## src/rtl/svnet_multiport_ram.sv

```systemverilog
// svnet_multiport_ram: lane-masked single-write, multi-read RAM that zeroes itself after reset
// Optional feature macro: SVNET_RAM_BYPASS_EN (stage-1 write forwarding to every read port)
// Ports:
//   clk, rst_n                 clock and async active-low reset
//   ready                      high once the post-reset clear has finished
//   write, write_address,
//   write_strobe, write_data   write request with per-lane enables
//   read, read_address         per-port read requests
//   read_data_valid, read_data per-port registered read results (data holds when not valid)
module svnet_multiport_ram #(
   parameter int WIDTH = 8,
   parameter int DEPTH = 16,
   parameter int READ_PORTS = 2,
   parameter int LANE_WIDTH = 8,
   localparam int AW = $clog2(DEPTH),
   localparam int LANES = WIDTH / LANE_WIDTH
) (
   input  logic                                 clk,
   input  logic                                 rst_n,
   output logic                                 ready,
   input  logic                                 write,
   input  logic [AW-1:0]                        write_address,
   input  logic [LANES-1:0]                     write_strobe,
   input  logic [WIDTH-1:0]                     write_data,
   input  logic [READ_PORTS-1:0]                read,
   input  logic [READ_PORTS-1:0][AW-1:0]        read_address,
   output logic [READ_PORTS-1:0]                read_data_valid,
   output logic [READ_PORTS-1:0][WIDTH-1:0]     read_data
);
   typedef enum logic {CLEAR, READY} state_t;
   localparam logic [AW:0] DEPTH_W = (AW+1)'(DEPTH);
   localparam logic [AW-1:0] LAST = AW'(DEPTH - 1);
   state_t state, next_state;
   logic [AW-1:0] clear_addr;
   logic [WIDTH-1:0] ram [DEPTH];
   logic write_q;
   logic [AW-1:0] write_address_q;
   logic [LANES-1:0] write_strobe_q;
   logic [WIDTH-1:0] write_data_q;
   logic [READ_PORTS-1:0] read_q;
   logic [READ_PORTS-1:0][AW-1:0] read_address_q;
   logic [WIDTH-1:0] mask;
   logic [READ_PORTS-1:0][WIDTH-1:0] rd_word;
   logic out_of_range;
   function automatic logic in_range(input logic [AW-1:0] a);
      return {1'b0, a} < DEPTH_W;
   endfunction
   assign ready = (state == READY);
   always_comb next_state = (state == CLEAR && clear_addr == LAST) ? READY : state;
   always_ff @(posedge clk or negedge rst_n) begin
      if (!rst_n) begin
         state <= CLEAR;
         clear_addr <= '0;
      end else begin
         state <= next_state;
         clear_addr <= (state == CLEAR) ? clear_addr + 1'b1 : clear_addr;
      end
   end
   // Requests arriving before the clear completes are dropped here, so they never reach the array.
   always_ff @(posedge clk or negedge rst_n) begin
      if (!rst_n) begin
         write_q <= 1'b0;
         write_address_q <= '0;
         write_strobe_q <= '0;
         write_data_q <= '0;
         read_q <= '0;
         read_address_q <= '0;
      end else begin
         write_q <= write & ready;
         if (write && ready) begin
            write_address_q <= write_address;
            write_strobe_q <= write_strobe;
            write_data_q <= write_data;
         end
         read_q <= read & {READ_PORTS{ready}};
         for (int p = 0; p < READ_PORTS; p++)
            if (read[p] && ready) read_address_q[p] <= read_address[p];
      end
   end
   always_comb begin
      mask = '0;
      for (int l = 0; l < LANES; l++) mask[l*LANE_WIDTH +: LANE_WIDTH] = {LANE_WIDTH{write_strobe_q[l]}};
   end
   always_ff @(posedge clk) begin
      if (state == CLEAR)
         ram[clear_addr] <= '0;
      else if (write_q && in_range(write_address_q))
         ram[write_address_q] <= (ram[write_address_q] & ~mask) | (write_data_q & mask);
   end
   always_comb begin
      rd_word = '0;
      for (int p = 0; p < READ_PORTS; p++) begin
         rd_word[p] = in_range(read_address_q[p]) ? ram[read_address_q[p]] : '0;
`ifdef SVNET_RAM_BYPASS_EN
         // Same-cycle write to the same word: merge its strobed lanes over the stored word.
         if (write_q && write_address_q == read_address_q[p] && in_range(write_address_q))
            rd_word[p] = (rd_word[p] & ~mask) | (write_data_q & mask);
`endif
      end
   end
   always_ff @(posedge clk or negedge rst_n) begin
      if (!rst_n) begin
         read_data_valid <= '0;
         read_data <= '0;
      end else begin
         read_data_valid <= read_q;
         for (int p = 0; p < READ_PORTS; p++)
            if (read_q[p]) read_data[p] <= rd_word[p];
      end
   end
   always_comb begin
      out_of_range = write_q & ~in_range(write_address_q);
      for (int p = 0; p < READ_PORTS; p++)
         out_of_range = out_of_range | (read_q[p] & ~in_range(read_address_q[p]));
   end
   assert property (@(posedge clk) disable iff (!rst_n) !out_of_range);
endmodule

```

## config.mk

```make
export PLATFORM = sky130hd
export DESIGN_NAME = svnet_multiport_ram
export DESIGN_NICKNAME = d
export VERILOG_FILES = /design/src/rtl/svnet_multiport_ram.sv
export SDC_FILE = /design/constraint.sdc
export NUM_CORES = 1
export LEC_CHECK = 0
export ABC_AREA = 1
export CORE_ASPECT_RATIO = 1.25
export CORE_UTILIZATION = 60
export CTS_BUF_LIST = sky130_fd_sc_hd__clkbuf_8
export CTS_CLUSTER_DIAMETER = 150
export DETAILED_ROUTE_END_ITERATION = 16
export MAX_ROUTING_LAYER = met4
export PLACE_DENSITY = 0.79
export SLEW_MARGIN = 40
export SYNTH_ARGS = -nofsm -noshare
export SYNTH_HDL_FRONTEND = slang
export SYNTH_SLANG_ARGS = --single-unit
```

## constraint.sdc

```tcl
create_clock -name clk -period 2.1 [get_ports clk]
set_input_delay 0.42 -clock clk [delete_from_list [all_inputs] [get_ports clk]]
set_output_delay 0.42 -clock clk [all_outputs]
set_load 0.01 [all_outputs]
```

==> results.txt, run 1 <==
Die height: 144 um
Cell row count: 51
Mapped Cells: 1255
Clock latency on the worst-skew pair: 0.49 ns
Commonest non-fill, non-tap cell in the layout: nand2_1
Yosys reg bits: 175
Crit end category: primary output
Final period util: 0.937
Grt total ovfl: 0
I/O Buffers: 44
YS warnings: 0
Clock Tree Root: clkbuf_8
CP peak stage delay: 0.58 ns
Reg2reg end: ram[3][1]$_DFFE_PP_
Worst EP arrival: 1.55 ns
Htree depth: 4
GPL Wtd Cong: 0.936
Pwr Total: 8.08 mW
Ys flop type: edfxtp_1
Setup CP Type: register to primary output
Crit path launch type: register
Clock tree from TritonCTS: yes
Num CTS Buffers: 17
Top Ports: 45
Crit path time final: 1.97 ns
GRT Total Usage: 0.398
Sum of negative setup slack: 0 ns
Routed wire length per instance: 20.1 um
Routed vias: 9277
Placed cell area: 10500 um^2
DRC viols: 0
Pin count of the biggest net entering global routing: 66
Status: complete, no violations
Initial DRC Count: 1489
Worst reg2reg path startpoint: write_address_q[1]$_DFFE_PN0P_
Number of synthesized flops with an enable pin: 128
Synth async-reset ratio: 0.269
Worst Max-Slew Pin Slew: 0.740 ns
End-of-flow core utilization: 0.691
First-pass GRT wire length: 46200 um
Die Area: 16700 um^2
Clock Skews: 0.0150 ns
Max-cap violations: 0
Buffer and inverter count on the worst path: 1
ANT cells: 0
Synth Net Count: 1282
Worst EP required: 1.68 ns
Syn avg cell area: 7.75 um^2
Count of different cell masters after synthesis: 25
Area Growth Syn to Fin: 11.5%
Cell area after layout: 10800 um^2
Core ar.: 15700 um^2
P per Cell Area: 745 nW/um^2
CP max FO: 2
Max Root-Sink Buffers: 2
Setup bufs post-CTS: 0
Type of the most critical hold path: input pin to asynchronous set/reset pin
Final Hold Vio Count: 0
Pleak: 4.81 nW
RSZ-0062 raised after global routing: false
Nets: 1320
Layout cells sized above 1: 0.0758
Antenna violations before repair: 0
FMAX: 508 MHz
Final WL: 30500 um
Critical path's top delay family: buffers and inverters
Antenna viol nets, final: 0
Clock tree sinks: 175
Reg-to-reg slack, setup: 0.20 ns
Vias per inst: 6.11
Most frequent cells in the layout: 602 x nand2_1, 300 x nand3_1, 128 x edfxtp_1
Cells along the critical path: clkdlybuf4s50_1
Initial Util: 0.620
Final setup viols: 0
Max-slew violation count: 0
Sequential area share after synthesis: 0.516
DP Wirelength: 19300 um
Slew headroom: 0.506
Worst Reg-to-Reg Cells: 9
CP max stage cell: clkdlybuf4s50_1
Synth Cell Area: 9730 um^2
Chip width: 116 um
Drt first pass iters: 7
Vias in the first global route: 8625
CTS clk-pin slew, worst paths: 0.09 ns
Peak VDD IR: 0.418 mV
-- logic make-up (layout without fill, tap and decap cells) --
logic type / count (synthesis) / after routing / share of synthesized area
buffers and inverters: 118 / 169 / 0.0666
xor gates and xnor gates: 3 / 3 / 0.00270
and+or+nand+nor: 940 / 940 / 0.404
DFF: 175 / 175 / 0.516
adders and majority gates: 1 / 1 / 0.00129
AOI/OAI and AO/OA: 18 / 18 / 0.00965
-- per-layer routing --
layer | global-route usage | wire length [um] | up-vias
met5 | - | 0 | -
met4 | 0.269 | 1940 | 0
met3 | 0.0947 | 4100 | 186
met2 | 0.613 | 14200 | 741
met1 | 0.462 | 10200 | 4154
li1 | - | - | 4196
-- state kept, by name, indices dropped and copies added, names as in the netlist --
name,count
clear_addr,4
ram,128
read_address_q,8
read_data,16
read_data_valid,2
read_q,2
ready,1
write_address_q,4
write_data_q,8
write_q,1
write_strobe_q,1
-- power breakdown --
group	total (mW)	internal [mW]	switching, mW
Clock	2.22	0.965	1.25
Combinational	1.83	0.633	1.20
Sequential	4.03	3.91	0.115
-- worst max-delay path by stage --
| stage | from | to | slack (ns) | cells after the start |
|---|---|---|---|---|
| final | read_data[4]$_DFFE_PN0P_ | read_data[4] | 0.13 | 1 |
| after CTS | ready$_DFFE_PN0P_ | ready | 0.005 | 2 |
| after global routing | write_address_q[0]$_DFFE_PN0P_ | ram[12][7]$_DFFE_PP_ | 0.02 | 10 |
| after floorplan | ready$_DFFE_PN0P_ | ram[5][0]$_DFFE_PP_ | 0.07 | 8 |
| after global placement | write_address_q[0]$_DFFE_PN0P_ | ram[5][7]$_DFFE_PP_ | 0.29 | 10 |
| after detailed placement | write_address_q[1]$_DFFE_PN0P_ | ram[8][3]$_DFFE_PP_ | 0.26 | 9 |
-- worst min-delay path, cell delays in order --
cell and delay [ns]:
dlygate4sd3_1 0.51, buf_2 0.12, buf_12 0.25
-- synth_stat cells, types with 2 or more instances --
cell type	count	area (um^2)
buf_2	38	190
buf_4	20	150
buf_6	11	124
clkbuf_1	11	41.3
clkinv_1	9	33.8
dfrtp_1	47	1180
edfxtp_1	128	3840
inv_1	25	93.8
inv_2	3	11.3
nand2_1	602	2260
nand3_1	300	1500
nor2_1	30	113
nor3_1	3	15.0
o21ai_0	15	75.1
o21ai_1	2	10.0
xor2_1	2	17.5
-- repair_timing --
item | in CTS | in global routing
endpoints found under the setup margin | 1 | 13
hold buffers | 1 | 0
hold endpoints to repair | 47 | 0
gates resized for setup | 1 | 2
-- cell type report --
class                           count  area, um^2
Sequential cell                   175        5020
Fill cell                        1285        4850
Multi-Input combinational cell    962        4060
Timing Repair Buffer              100         986
Tap cell                          212         265
Clock buffer                       18         248
Inverter                           37         143
Clock inverter                     14         120
-- through the flow --
step	std cells	setup slack, ns	hold WS [ns]
final	1518	0.132	0.438
after global routing	1518	0.0188	0.476
after CTS	1518	0.00472	0.445
after detailed placement	1485	0.260	0.425
after global placement	1485	0.291	0.427
after floorplan	1255	0.0734	0.124
Power figures use the tool's default switching activity.
==> run 2, diff against run 1 <==
- REMOVE_ABC_BUFFERS: not set -> 1
==> run 2 against run 1 <==
Flip-flop and latch count stayed put. First-iteration DRC count is 26% lower. Register-to-register slack worse by 0.05 ns. Combinational power hardly changed. Global-route usage is 1.4 points lower. Die area stayed put. Routed wire length is 2.7% lower. Worst setup slack worse by 0.035 ns.
==> results.txt, run 2 (synthesis gave the netlist of run 1 again) <==
Setup CP Type: register to primary output
CP max stage cell: clkdlybuf4s50_1
Crit path launch type: register
Area Growth Syn to Fin: 11.9%
Core ar.: 15700 um^2 (unchanged)
FMAX: 499 MHz (-1.7%)
RSZ-0062 raised after global routing: false
Clock tree sinks: 175 (unchanged)
Worst EP arrival: 1.58 ns (+0.03 ns)
Worst EP required: 1.68 ns (about the same)
Max-slew violation count: 0 (unchanged)
First-pass GRT wire length: 45500 um (-1.5%)
CTS clk-pin slew, worst paths: 0.09 ns (about the same)
Cell row count: 51 (unchanged)
Antenna viol nets, final: 0 (unchanged)
Peak VDD IR: 0.495 mV (+18%)
Grt total ovfl: 0 (unchanged)
Clock tree from TritonCTS: yes
Die height: 144 um (unchanged)
Worst Reg-to-Reg Cells: 10 (+1)
Clock Skews: 0.0157 ns (+0.000686 ns)
Crit end category: primary output
Initial DRC Count: 1103 (-26%)
P per Cell Area: 746 nW/um^2 (+0.21%)
Drt first pass iters: 6 (-1)
Vias per inst: 6.08 (-0.48%)
Most frequent cells in the layout: 602 x nand2_1, 300 x nand3_1, 128 x edfxtp_1
Antenna violations before repair: 0 (unchanged)
Cells along the critical path: buf_4 > clkdlybuf4s50_1
Chip width: 116 um (unchanged)
Nets: 1321 (+0.076%)
Pin count of the biggest net entering global routing: 66 (unchanged)
GRT busiest layer: met2
Status: complete, no violations
Layout cells sized above 1: 0.0742 (-0.00159)
Placed cell area: 10500 um^2 (+0.31%)
Worst reg2reg path startpoint: write_address_q[0]$_DFFE_PN0P_
Grt met3 use: 0.0909 (-0.00377)
CP endpoint: ready
Sum of negative setup slack: 0 ns (unchanged)
Largest register FFs: 128 (unchanged)
Commonest non-fill, non-tap cell in the layout: nand2_1
GR Util met1: 0.460 (-0.00219)
Worst setup path startpoint: ready$_DFFE_PN0P_
Final setup viols: 0 (unchanged)
Routed vias: 9239 (-0.41%)
Met2 GRT Util: 0.589 (-0.0244)
Type of the most critical hold path: input pin to asynchronous set/reset pin
Crit path time final: 2.00 ns (+0.0346 ns)
Die Area: 16700 um^2 (unchanged)
Num CTS Buffers: 17 (unchanged)
Slew headroom: 0.492 (-0.0144)
Final WS setup: 0.0977 ns (-0.0346 ns)
Max Root-Sink Buffers: 2 (unchanged)
Htree depth: 4 (unchanged)
Biggest register: ram
Top Registers: ram x128, read_data x16
Top Ports: 45 (unchanged)
Final WL: 29600 um (-2.7%)
Worst Max-Slew Pin Slew: 0.762 ns (+0.0216 ns)
I/O Buffers: 44 (unchanged)
CP max FO: 4 (+2)
GRT Total Usage: 0.384 (-0.0142)
ANT cells: 0 (unchanged)
Pleak: 4.82 nW (+0.29%)
GPL Wtd Cong: 0.913 (-2.4%)
Clock latency on the worst-skew pair: 0.48 ns (about the same)
Clock Tree Root: clkbuf_8
Reg-to-reg slack, setup: 0.15 ns (-0.05 ns)
Reg2reg end: ram[10][6]$_DFFE_PP_
Cell area after layout: 10900 um^2 (+0.36%)
CP peak stage delay: 0.54 ns (-0.04 ns)
Initial Util: 0.620 (unchanged)
Final period util: 0.953 (+0.0165)
Vias in the first global route: 8741 (+1.3%)
Max-cap violations: 0 (unchanged)
Routed wire length per instance: 19.5 um (-2.8%)
DP Wirelength: 18400 um (-4.8%)
DRC viols: 0 (unchanged)
Final Hold Vio Count: 0 (unchanged)
Pre-CTS WS: 0.151 ns (-0.109 ns)
[run 2: timing repair]
item                       4_1_cts  5_1_grt
hold endpoints to repair        22        0
setup endpoints to repair        0       16
gates resized for setup          0        1
buffers inserted                 0        0
hold buffers                     1        0
[run 2: report_power, final]
group | switching, mW | total (mW) | internal, mW
sequential | 0.0911 | 4.00 | 3.91
clock | 1.22 | 2.28 | 1.07
combinational | 1.21 | 1.83 | 0.622
total | 2.52 | 8.12 | 5.60
[run 2: cell type report]
class | count | area, um^2
sequential | 175 | 5020
fill | 1292 | 4810
multi-input combinational | 962 | 4060
timing repair buffer | 101 | 1020
tap | 212 | 265
clock buffer | 18 | 248
inverter | 37 | 143
clock inverter | 14 | 130
[run 2: stage by stage]
stage                      util  hold slack [ns]  power [mW]  cells
after detailed placement  0.669            0.424        5.86   1486
after global routing      0.694            0.494        8.44   1519
after CTS                 0.693            0.469        8.08   1519
final                     0.694            0.458        8.12   1519
after floorplan               -            0.124        5.07   1174
after global placement    0.669            0.418        5.82   1486
[run 2: how the worst min path moves through the flow]
| stage | start | end | slack (ns) | depth (start not counted) |
|---|---|---|---|---|
| after floorplan | rst_n | clear_addr[0]$_DFFE_PN0N_ | 0.12 | 0 |
| after CTS | rst_n | read_data[5]$_DFFE_PN0P_ | 0.47 | 2 |
| final | rst_n | read_data[5]$_DFFE_PN0P_ | 0.46 | 2 |
| after global routing | write_data[4] | write_data_q[4]$_DFFE_PN0P_ | 0.49 | 3 |
| after global placement | rst_n | read_data[6]$_DFFE_PN0P_ | 0.42 | 1 |
| after detailed placement | rst_n | read_data[6]$_DFFE_PN0P_ | 0.42 | 1 |
[run 2: routing by layer]
metal / wire [um] / share of wire
met5: 0 / 0
met4: 1670 / 0.056
met3: 4040 / 0.14
met2: 13700 / 0.46
met1: 10200 / 0.35
[run 2: critical path: cells and delay by family, from the launching register on]
kind	cells	cell delay (ns)
buf+inv	2	0.70
flops	1	0.41
==> run 3, diff against run 2 <==
- CORE_MARGIN: not set -> 2
==> run 3 against run 2 <==
Count of clock-buffer cells in the layout is the same. Combinational power increased by 2%. Clock skew about the same. Utilization shrank 1.1 points. Largest power group unchanged. Highest routed layer unchanged.
==> results.txt, run 3 (synthesis gave the netlist of run 1 again) <==
Status: complete, no violations
Crit end category: primary output
Antenna violations before repair: 0 (unchanged)
Most frequent cells in the layout: 602 x nand2_1, 300 x nand3_1, 128 x edfxtp_1
Commonest non-fill, non-tap cell in the layout: nand2_1
Reg-to-reg slack, setup: 0.20 ns (+0.05 ns)
P per Cell Area: 765 nW/um^2 (+2.5%)
Largest register FFs: 128 (unchanged)
Crit path time final: 2.03 ns (+0.0256 ns)
Top Registers: ram x128, read_data x16
CP peak stage delay: 0.53 ns (about the same)
Final Hold Vio Count: 0 (unchanged)
Cell row count: 52 (+2.0%)
Crit path launch type: register
Max-slew violation count: 0 (unchanged)
Htree depth: 4 (unchanged)
Clock Skews: 0.0161 ns (+0.000372 ns)
FMAX: 493 MHz (-1.3%)
Worst EP arrival: 1.61 ns (+0.03 ns)
Setup CP Type: register to primary output
Final setup viols: 0 (unchanged)
Clk pwr share: 0.297 (+0.016)
Final WL: 28700 um (-3.3%)
Top Ports: 45 (unchanged)
Antenna viol nets, final: 0 (unchanged)
Nets: 1316 (-0.38%)
Area Growth Syn to Fin: 12.3%
Sw Share: 0.307 (-0.00334)
Reg power frac: 0.480 (-0.013)
Vias in the first global route: 8483 (-3.0%)
Slew headroom: 0.533 (+0.0406)
RSZ-0062 raised after global routing: false
Int Power: 5.79 mW (+3.4%)
Clock latency on the worst-skew pair: 0.48 ns (about the same)
Net Sw Power: 2.57 mW (+1.8%)
CP max stage cell: clkdlybuf4s50_1
Pin count of the biggest net entering global routing: 66 (unchanged)
# fillers: 1347 (+4.3%)
Cells along the critical path: buf_4 > clkdlybuf4s50_1
Type of the most critical hold path: input pin to register
ANT cells: 0 (unchanged)
Setup bufs post-CTS: 0 (unchanged)
CTS clk-pin slew, worst paths: 0.09 ns (about the same)
Pleak: 4.84 nW (+0.35%)
GRT Total Usage: 0.347 (-0.0369)
Grt total ovfl: 0 (unchanged)
Core ar.: 16000 um^2 (+2.0%)
Worst Max-Slew Pin Slew: 0.701 ns (-0.0609 ns)
CP max FO: 4 (unchanged)
Peak VDD IR: 0.480 mV (-2.9%)
Final period util: 0.966 (+0.0122)
Initial DRC Count: 1442 (+31%)
Clock tree sinks: 175 (unchanged)
Clock tree from TritonCTS: yes
Clock Tree Root: clkbuf_8
Vias per inst: 6.01 (-1.2%)
Power share of the combinational group: 0.223 (-0.003)
First-pass GRT wire length: 43800 um (-3.7%)
Die height: 146 um (+1.4%)
Pwr Total: 8.36 mW (+2.9%)
DP Wirelength: 18200 um (-0.75%)
Hold WS: 0.460 ns (+0.00276 ns)
End-of-flow core utilization: 0.682 (-0.0111)
Layout cells sized above 1: 0.0722 (-0.00202)
Die Area: 17300 um^2 (+3.1%)
Chip width: 118 um (+1.7%)
Routed vias: 9121 (-1.3%)
I/O Buffers: 44 (unchanged)
Biggest register: ram
Max Root-Sink Buffers: 2 (unchanged)
Sum of negative setup slack: 0 ns (unchanged)
Num CTS Buffers: 17 (unchanged)
Max-cap violations: 0 (unchanged)
DRC viols: 0 (unchanged)
Worst EP required: 1.68 ns (about the same)
Drt first pass iters: 8 (+2)
Routed wire length per instance: 18.9 um (-3.2%)
GPL Wtd Cong: 0.907 (-0.67%)
Initial Util: 0.608 (-0.0119)
[run 3: repair_timing]
| action | 4_1_cts | 5_1_grt |
|---|---|---|
| gates resized for setup | 0 | 0 |
| endpoints found under the hold margin | 21 | 0 |
| hold buffers | 1 | 0 |
[run 3: area by class of cell]
class                           instances  area [um^2]  area share
Clock inverter                         14          176      0.0162
Sequential cell                       175         5020       0.460
Tap cell                              216          270      0.0247
Timing Repair Buffer                   96         1000      0.0919
Inverter                               37          139      0.0127
Clock buffer                           18          248      0.0227
Multi-Input combinational cell        962         4060       0.372
[run 3: stage by stage]
step / setup slack [ns] / instances / area [um^2]
final: 0.0721 / 1518 / 10900
after global placement: 0.279 / 1485 / 10500
after CTS: 0.0422 / 1518 / 10900
after floorplan: -0.873 / 1174 / 9220
after global routing: 0.00570 / 1518 / 10900
after detailed placement: 0.219 / 1485 / 10500
[run 3: path summary, 6_finish.rpt]
path,start,end,depth (start not counted)
max,ready$_DFFE_PN0P_,ready,2
min,write_data[1],write_data_q[1]$_DFFE_PN0P_,3
max reg2reg,write_address_q[0]$_DFFE_PN0P_,ram[3][2]$_DFFE_PP_,10
min reg2reg,read_data[7]$_DFFE_PN0P_,read_data[7]$_DFFE_PN0P_,2
max in group asynchronous,rst_n,read_address_q[4]$_DFFE_PN0P_,3
min in group asynchronous,rst_n,read_address_q[3]$_DFFE_PN0P_,2
[run 3: power by group through the flow]
stage,clock network (mW),registers [mW],logic (mW)
global route,2.63,4.03,2.02
CTS,2.51,4.01,1.82
floorplan,0,4.20,0.874
detailed placement,0,4.08,1.81
finish,2.48,4.01,1.87
global placement,0,4.08,1.78
[run 3: worst max-delay path: cells and delay by family, from the launching register on]
kind / cells / cell delay (ns)
DFF: 1 / 0.43
buffers and inverters: 2 / 0.70
[run 3: per-layer routing]
metal / up-vias / routed length [um] / GRT usage
met2: 673 / 13800 / 0.563
li1: 4196 / - / -
met3: 165 / 3500 / 0.0676
met1: 4087 / 9610 / 0.396
met5: - / 0 / -
met4: 0 / 1700 / 0.218
==> variant 1 (flow settings as in run 1) <==
The option `SVNET_RAM_BYPASS_EN` is turned on by a define.
--- a/src/rtl/svnet_multiport_ram.sv
+++ b/src/rtl/svnet_multiport_ram.sv
@@ -7,6 +7,8 @@
 //   write_strobe, write_data   write request with per-lane enables
 //   read, read_address         per-port read requests
 //   read_data_valid, read_data per-port registered read results (data holds when not valid)
+`define SVNET_RAM_BYPASS_EN
+
 module svnet_multiport_ram #(
    parameter int WIDTH = 8,
    parameter int DEPTH = 16,
Check against the original RTL: same outputs for any inputs over 10 cycles, from zero or initial values and one cycle with rst_n low; that may be too few to reach the edited logic, so the function may still have changed.
==> variant 1 against run 1 <==
Final area is 8.1% higher. Area after synthesis increased by 6.1%. Power increased by 5.6%. Sequential cell count stayed put. Routed wire length up 14%. Sequential share of layout area shrank 3.5 points. Worst setup slack worse by 0.0023 ns. Critical path type is now reg2reg.
==> variant 1: results (changes against run 1) <==
| Metric | Value |
|---|---|
| First-iteration detailed-routing DRC count | `1291 (was 1489)` |
| Post-layout nets | `1454 (was 1320)` |
| Global-route wire length before repair | `52170 µm (was 46190 µm)` |
| Number of distinct library cell variants in the gate-level netlist after synthesis | `30 (was 25)` |
| Result of the run | `finished clean (unchanged)` |
| Gpl congestion | `0.9788 (was 0.9356)` |
| Average size of a mapped cell | `7.515 µm² (was 7.752 µm²)` |
| Number of antenna violations at the first check in global routing | `0 (unchanged)` |
| Maximum fanout count along the critical path | `10 (was 2)` |
| Count of synthesis-stage warnings from yosys | `0 (unchanged)` |
| Number of instances in the placed design | `1628 (was 1485)` |
| Number of buffers created by CTS | `17 (unchanged)` |
| Ratio of routed vias to standard cells | `6.005 (was 6.111)` |
| DP HPWL | `24290 µm (was 19280 µm)` |
| Layout fillers | `1414 (was 1285)` |
| Cell types with the highest counts after synthesis | `sky130_fd_sc_hd__nand2_1 (490), sky130_fd_sc_hd__nand3_1 (329), sky130_fd_sc_hd__inv_1 (142) (was sky130_fd_sc_hd__nand2_1 (602), sky130_fd_sc_hd__nand3_1 (300), sky130_fd_sc_hd__edfxtp_1 (128))` |
| Number of flops mapped to enable cells by yosys | `128 (unchanged)` |
| Drt first pass iters | `6 (was 7)` |
| Worst setup SP type | `register (unchanged)` |
| Synthesized net count | `1401 (was 1282)` |
| Cells taking the most area after synthesis | `sky130_fd_sc_hd__edfxtp_1 (37%), sky130_fd_sc_hd__nand2_1 (18%), sky130_fd_sc_hd__nand3_1 (16%) (was sky130_fd_sc_hd__edfxtp_1 (40%), sky130_fd_sc_hd__nand2_1 (23%), sky130_fd_sc_hd__nand3_1 (15%))` |
| Maximum number of pins on one net before global-route repair | `70 (was 66)` |
| P_leak | `5.438 nW (was 4.805 nW)` |
| Largest regs | `ram x128, read_data x16 (unchanged)` |
| Vias in the first global route | `9095 (was 8625)` |
| Switching power total | `2.759 mW (was 2.567 mW)` |
| Max-slew violations | `0 (unchanged)` |
| Worst Hold Class | `in2async (unchanged)` |
| Worst IR Drop VDD | `0.4783 mV (was 0.4180 mV)` |
| Post-route non-filler standard cell count | `1660 (was 1518)` |
| Setup skew after layout | `0.01913 ns (was 0.01504 ns)` |
| All-layer global routing usage | `41.23% (was 39.81%)` |
| Critical path arrival | `2.15 ns (was 1.55 ns)` |
| Ant diodes | `0 (unchanged)` |
| Input/output buffers | `44 (unchanged)` |
| Share of post-route cells with drive strength above 1 | `9.375% (was 7.580%)` |
| Clk_lat worst skew | `0.47 ns (was 0.49 ns)` |
| Final routed wirelength across all metal layers | `34600 µm (was 30460 µm)` |
| Transition time at the pin with the least slew margin | `0.6004 ns (was 0.7404 ns)` |
| Startpoint of the worst register-to-register path | `ready (was write_address_q[1])` |
| Portion of the post-synthesis area used by sequential elements | `48.61% (was 51.59%)` |
## variant 1: cell type report
class,instances,area share [%]
Inverter,157,5.023
Clock inverter,14,1.301
Clock buffer,18,2.112
Timing Repair Buffer,118,10.05
Sequential cell,175,42.82
Tap cell,220,2.346
Multi-Input combinational cell,958,36.35
## variant 1: metal layers
metal | routed length [µm] | vias up | GRT usage (%)
met5 | 0 | - | -
met4 | 2074 | 0 | 22.06
met3 | 3963 | 149 | 8.206
met2 | 16090 | 734 | 64.83
met1 | 12470 | 4530 | 50.35
li1 | - | 4556 | -
## variant 1: worst paths after layout
| kind | slack (ns) | end | cells past startpoint |
|---|---|---|---|
| setup / recovery | 0.13 | ram[15][2] | 7 |
| hold / removal | 0.04 | read_data[1] | 2 |
| setup reg to reg | 0.13 | ram[15][2] | 7 |
| hold reg to reg | 0.50 | write_data_q[7] | 2 |
| max in group asynchronous | 1.61 | write_address_q[0] | 2 |
| min in group clk | 0.48 | write_data_q[5] | 3 |
## variant 1: per-stage QoR
stage	setup WS [ns]	hold WS (ns)	area (µm²)
final	0.1300	0.03641	11730
after global routing	0.05689	0.07650	11730
after CTS	0.1142	0.03753	11730
after detailed placement	0.2013	0.4657	11330
after global placement	0.2066	0.4658	11330
after floorplan	0.1591	0.1244	10330
## variant 1: worst max-delay path, cell delays in order, from the launching register on
cell	delay, ns
sky130_fd_sc_hd__dfrtp_1	0.39
sky130_fd_sc_hd__nand2_1	0.09
sky130_fd_sc_hd__buf_4	0.17
sky130_fd_sc_hd__nand2_1	0.06
sky130_fd_sc_hd__o21ai_1	0.28
sky130_fd_sc_hd__nand3_1	0.28
sky130_fd_sc_hd__nor2_1	0.20
sky130_fd_sc_hd__buf_4	0.20
## variant 1: logic make-up after synthesis
family / Yosys count / share of synthesized area (%)
adders and majority gates: 1 / 0.1211
and+or+nand+nor: 890 / 37.28
xor gates and xnor gates: 4 / 0.3393
AOI/OAI and AO/OA: 63 / 3.550
DFF: 175 / 48.61
buffers and inverters: 241 / 10.09
## variant 1: repair_timing
| item | CTS | global route |
|---|---|---|
| hold endpoints to repair | 0 | 0 |
| gates resized for setup | 0 | 1 |
| endpoints found under the setup margin | 0 | 16 |
## variant 1: power groups by stage
stage	clock network (mW)	registers (mW)	logic (mW)
3_3_place_gp	0	4.07	2.04
6_report	2.41	4.00	2.12
5_1_grt	2.51	4.01	2.28
3_5_place_dp	0	4.07	2.06
4_1_cts	2.41	4.00	2.07
2_1_floorplan	0	4.07	1.22
==> variant 2 (flow settings as in run 1) <==
Without the edit above. Make the reset (`rst_n`) synchronous in 3 clocked blocks. Comments in the files are not updated.
--- a/src/rtl/svnet_multiport_ram.sv
+++ b/src/rtl/svnet_multiport_ram.sv
@@ -47,7 +47,7 @@
    endfunction
    assign ready = (state == READY);
    always_comb next_state = (state == CLEAR && clear_addr == LAST) ? READY : state;
-   always_ff @(posedge clk or negedge rst_n) begin
+   always_ff @(posedge clk) begin
       if (!rst_n) begin
          state <= CLEAR;
          clear_addr <= '0;
@@ -57,7 +57,7 @@
       end
    end
    // Requests arriving before the clear completes are dropped here, so they never reach the array.
-   always_ff @(posedge clk or negedge rst_n) begin
+   always_ff @(posedge clk) begin
       if (!rst_n) begin
          write_q <= 1'b0;
          write_address_q <= '0;
@@ -98,7 +98,7 @@
 `endif
       end
    end
-   always_ff @(posedge clk or negedge rst_n) begin
+   always_ff @(posedge clk) begin
       if (!rst_n) begin
          read_data_valid <= '0;
          read_data <= '0;
Behaviour: no difference found for any inputs over 10 cycles, from zero or initial values and one cycle with rst_n low; that may be too few to reach the edited logic, so the function may still have changed.
==> variant 2 against run 1 <==
First-iteration DRC count is 7.4% lower. Final area is 0.55% lower. Non-clock buffer count is 2 lower. Via count hardly changed. Largest cell class unchanged. Die area is 1.2% higher. Sequential share of layout area is 1.2 points lower. Routed wire length is 4.7% lower. Synthesized cell count is 2.8% higher. Area after synthesis is 1.3% higher. Worst setup slack worse by 0.0084 ns. Sequential cell count is 4 higher.
Power is not compared: it rests on default switching activity, and its combinational part moved more than twofold at a synthesized area within 25%.
==> variant 2: results (changes against run 1) <==
| Metric | Value |
|---|---|
| H-tree levels | `4 (unchanged)` |
| Portion of the post-synthesis area used by sequential elements | `49.38% (was 51.59%)` |
| Setup skew after layout | `0.01765 ns (was 0.01504 ns)` |
| Post-CTS Resized | `0 (was 1)` |
| Worst Hold Class | `reg2reg (was in2async)` |
| Clock-pin slew of the registers on the worst-case setup and hold paths | `0.09 ns (about the same)` |
| CP max-delay cell | `sky130_fd_sc_hd__clkdlybuf4s50_1 (unchanged)` |
| Reg-to-reg critical path endpoint | `ram[14][3] (was ram[3][1])` |
| Final routed wirelength across all metal layers | `29030 µm (was 30460 µm)` |
| First-iteration detailed-routing DRC count | `1379 (was 1489)` |
| Cells taking the most area after synthesis | `sky130_fd_sc_hd__edfxtp_1 (39%), sky130_fd_sc_hd__nand2_1 (20%), sky130_fd_sc_hd__nand3_1 (16%) (was sky130_fd_sc_hd__edfxtp_1 (40%), sky130_fd_sc_hd__nand2_1 (23%), sky130_fd_sc_hd__nand3_1 (15%))` |
| Met1 track demand over resource | `45.28% (was 46.18%)` |
| Global-route wire length before repair | `45060 µm (was 46190 µm)` |
| Met2 Resource Use GR | `55.33% (was 61.34%)` |
| Post-layout nets | `1348 (was 1320)` |
| Cell types with the highest counts after synthesis | `sky130_fd_sc_hd__nand2_1 (520), sky130_fd_sc_hd__nand3_1 (317), sky130_fd_sc_hd__edfxtp_1 (128) (was sky130_fd_sc_hd__nand2_1 (602), sky130_fd_sc_hd__nand3_1 (300), sky130_fd_sc_hd__edfxtp_1 (128))` |
| Share of flip-flops with an asynchronous set or reset | `0% (was 26.86%)` |
| Drt first pass iters | `8 (was 7)` |
| Placement-stage cell area | `10420 µm² (was 10460 µm²)` |
| Synthesized net count | `1317 (was 1282)` |
| Gpl congestion | `0.9516 (was 0.9356)` |
| Length in cells of the worst reg-to-reg path | `10 (was 9)` |
| Result of the run | `finished clean (unchanged)` |
| Share of post-route cells with drive strength above 1 | `7.346% (was 7.580%)` |
| Number of distinct library cell variants in the gate-level netlist after synthesis | `22 (was 25)` |
| All-layer global routing usage | `36.75% (was 39.81%)` |
| R2r setup slk | `0.24 ns (was 0.20 ns)` |
| Maximum number of pins on one net before global-route repair | `65 (was 66)` |
| Routed via count | `9270 (was 9277)` |
| DP HPWL | `19250 µm (was 19280 µm)` |
| Fraction of met3 tracks used by global routing | `8.563% (was 9.472%)` |
==> variant 2: cell count changes in the layout (fill, tap and decap cells not counted), moves of 8 or more <==
cell	change
sky130_fd_sc_hd__o21ai_0	+8
sky130_fd_sc_hd__a21oi_1	+16
sky130_fd_sc_hd__dfxtp_1	+48
sky130_fd_sc_hd__nor2_1	+58
sky130_fd_sc_hd__dfrtp_1	-43
sky130_fd_sc_hd__inv_1	+17
sky130_fd_sc_hd__nand3_1	+17
sky130_fd_sc_hd__nand2_1	-82
==> variant 2: worst max path at each step <==
stage                  start         end  cells past startpoint  slack, ns
finish                 ready       ready                      1       0.12
global route           ready       ready                      1       0.07
CTS                    ready       ready                      1       0.10
detailed placement  register  ram[11][4]                     10       0.29
global placement       ready   ram[7][7]                      5       0.39
floorplan              ready  ram[10][0]                      8       0.31
==> variant 2: cell type report <==
cell class | instances | area, µm²
fillers | 1427 | 5348
flip-flops and latches | 179 | 4868
well taps | 216 | 270.3
clock buffers | 18 | 247.7
multi-input cells | 973 | 4125
clock inverters | 14 | 122.6
repair buffers | 98 | 958.4
inverters | 52 | 195.2
==> variant 2: logic make-up after synthesis <==
kind of cell / count (synthesis) / synth area share, %
compound gates: 43 / 2.184
fa+ha+maj: 1 / 0.1270
buf+inv: 138 / 8.750
flops: 179 / 49.38
simple gates: 929 / 39.56
==> variant 2: where the power goes <==
part	switching (mW)	internal (mW)	total, mW
Sequential	0.0387	3.80	3.83
Combinational	0.194	0.137	0.331
Clock	1.31	0.983	2.30
==> variant 2: routing by layer <==
| layer | vias to the layer above | wire length, µm |
|---|---|---|
| li1 | 4311 | - |
| met1 | 4162 | 10370 |
| met2 | 671 | 13570 |
| met3 | 126 | 3649 |
| met4 | 0 | 1445 |
| met5 | - | 0 |
==> variant 2: through the flow <==
step / std cells / util (%) / worst slack, ns / power [mW] / hold slack [ns]
after floorplan: 1290 / - / 0.3107 / 4.092 / 0.4408
after global placement: 1518 / 64.56 / 0.3950 / 4.231 / 0.4633
after detailed placement: 1518 / 64.56 / 0.2897 / 4.238 / 0.4768
after CTS: 1550 / 66.86 / 0.1005 / 6.472 / 0.4910
after global routing: 1550 / 66.86 / 0.06529 / 6.657 / 0.5096
final: 1550 / 66.86 / 0.1239 / 6.463 / 0.4845
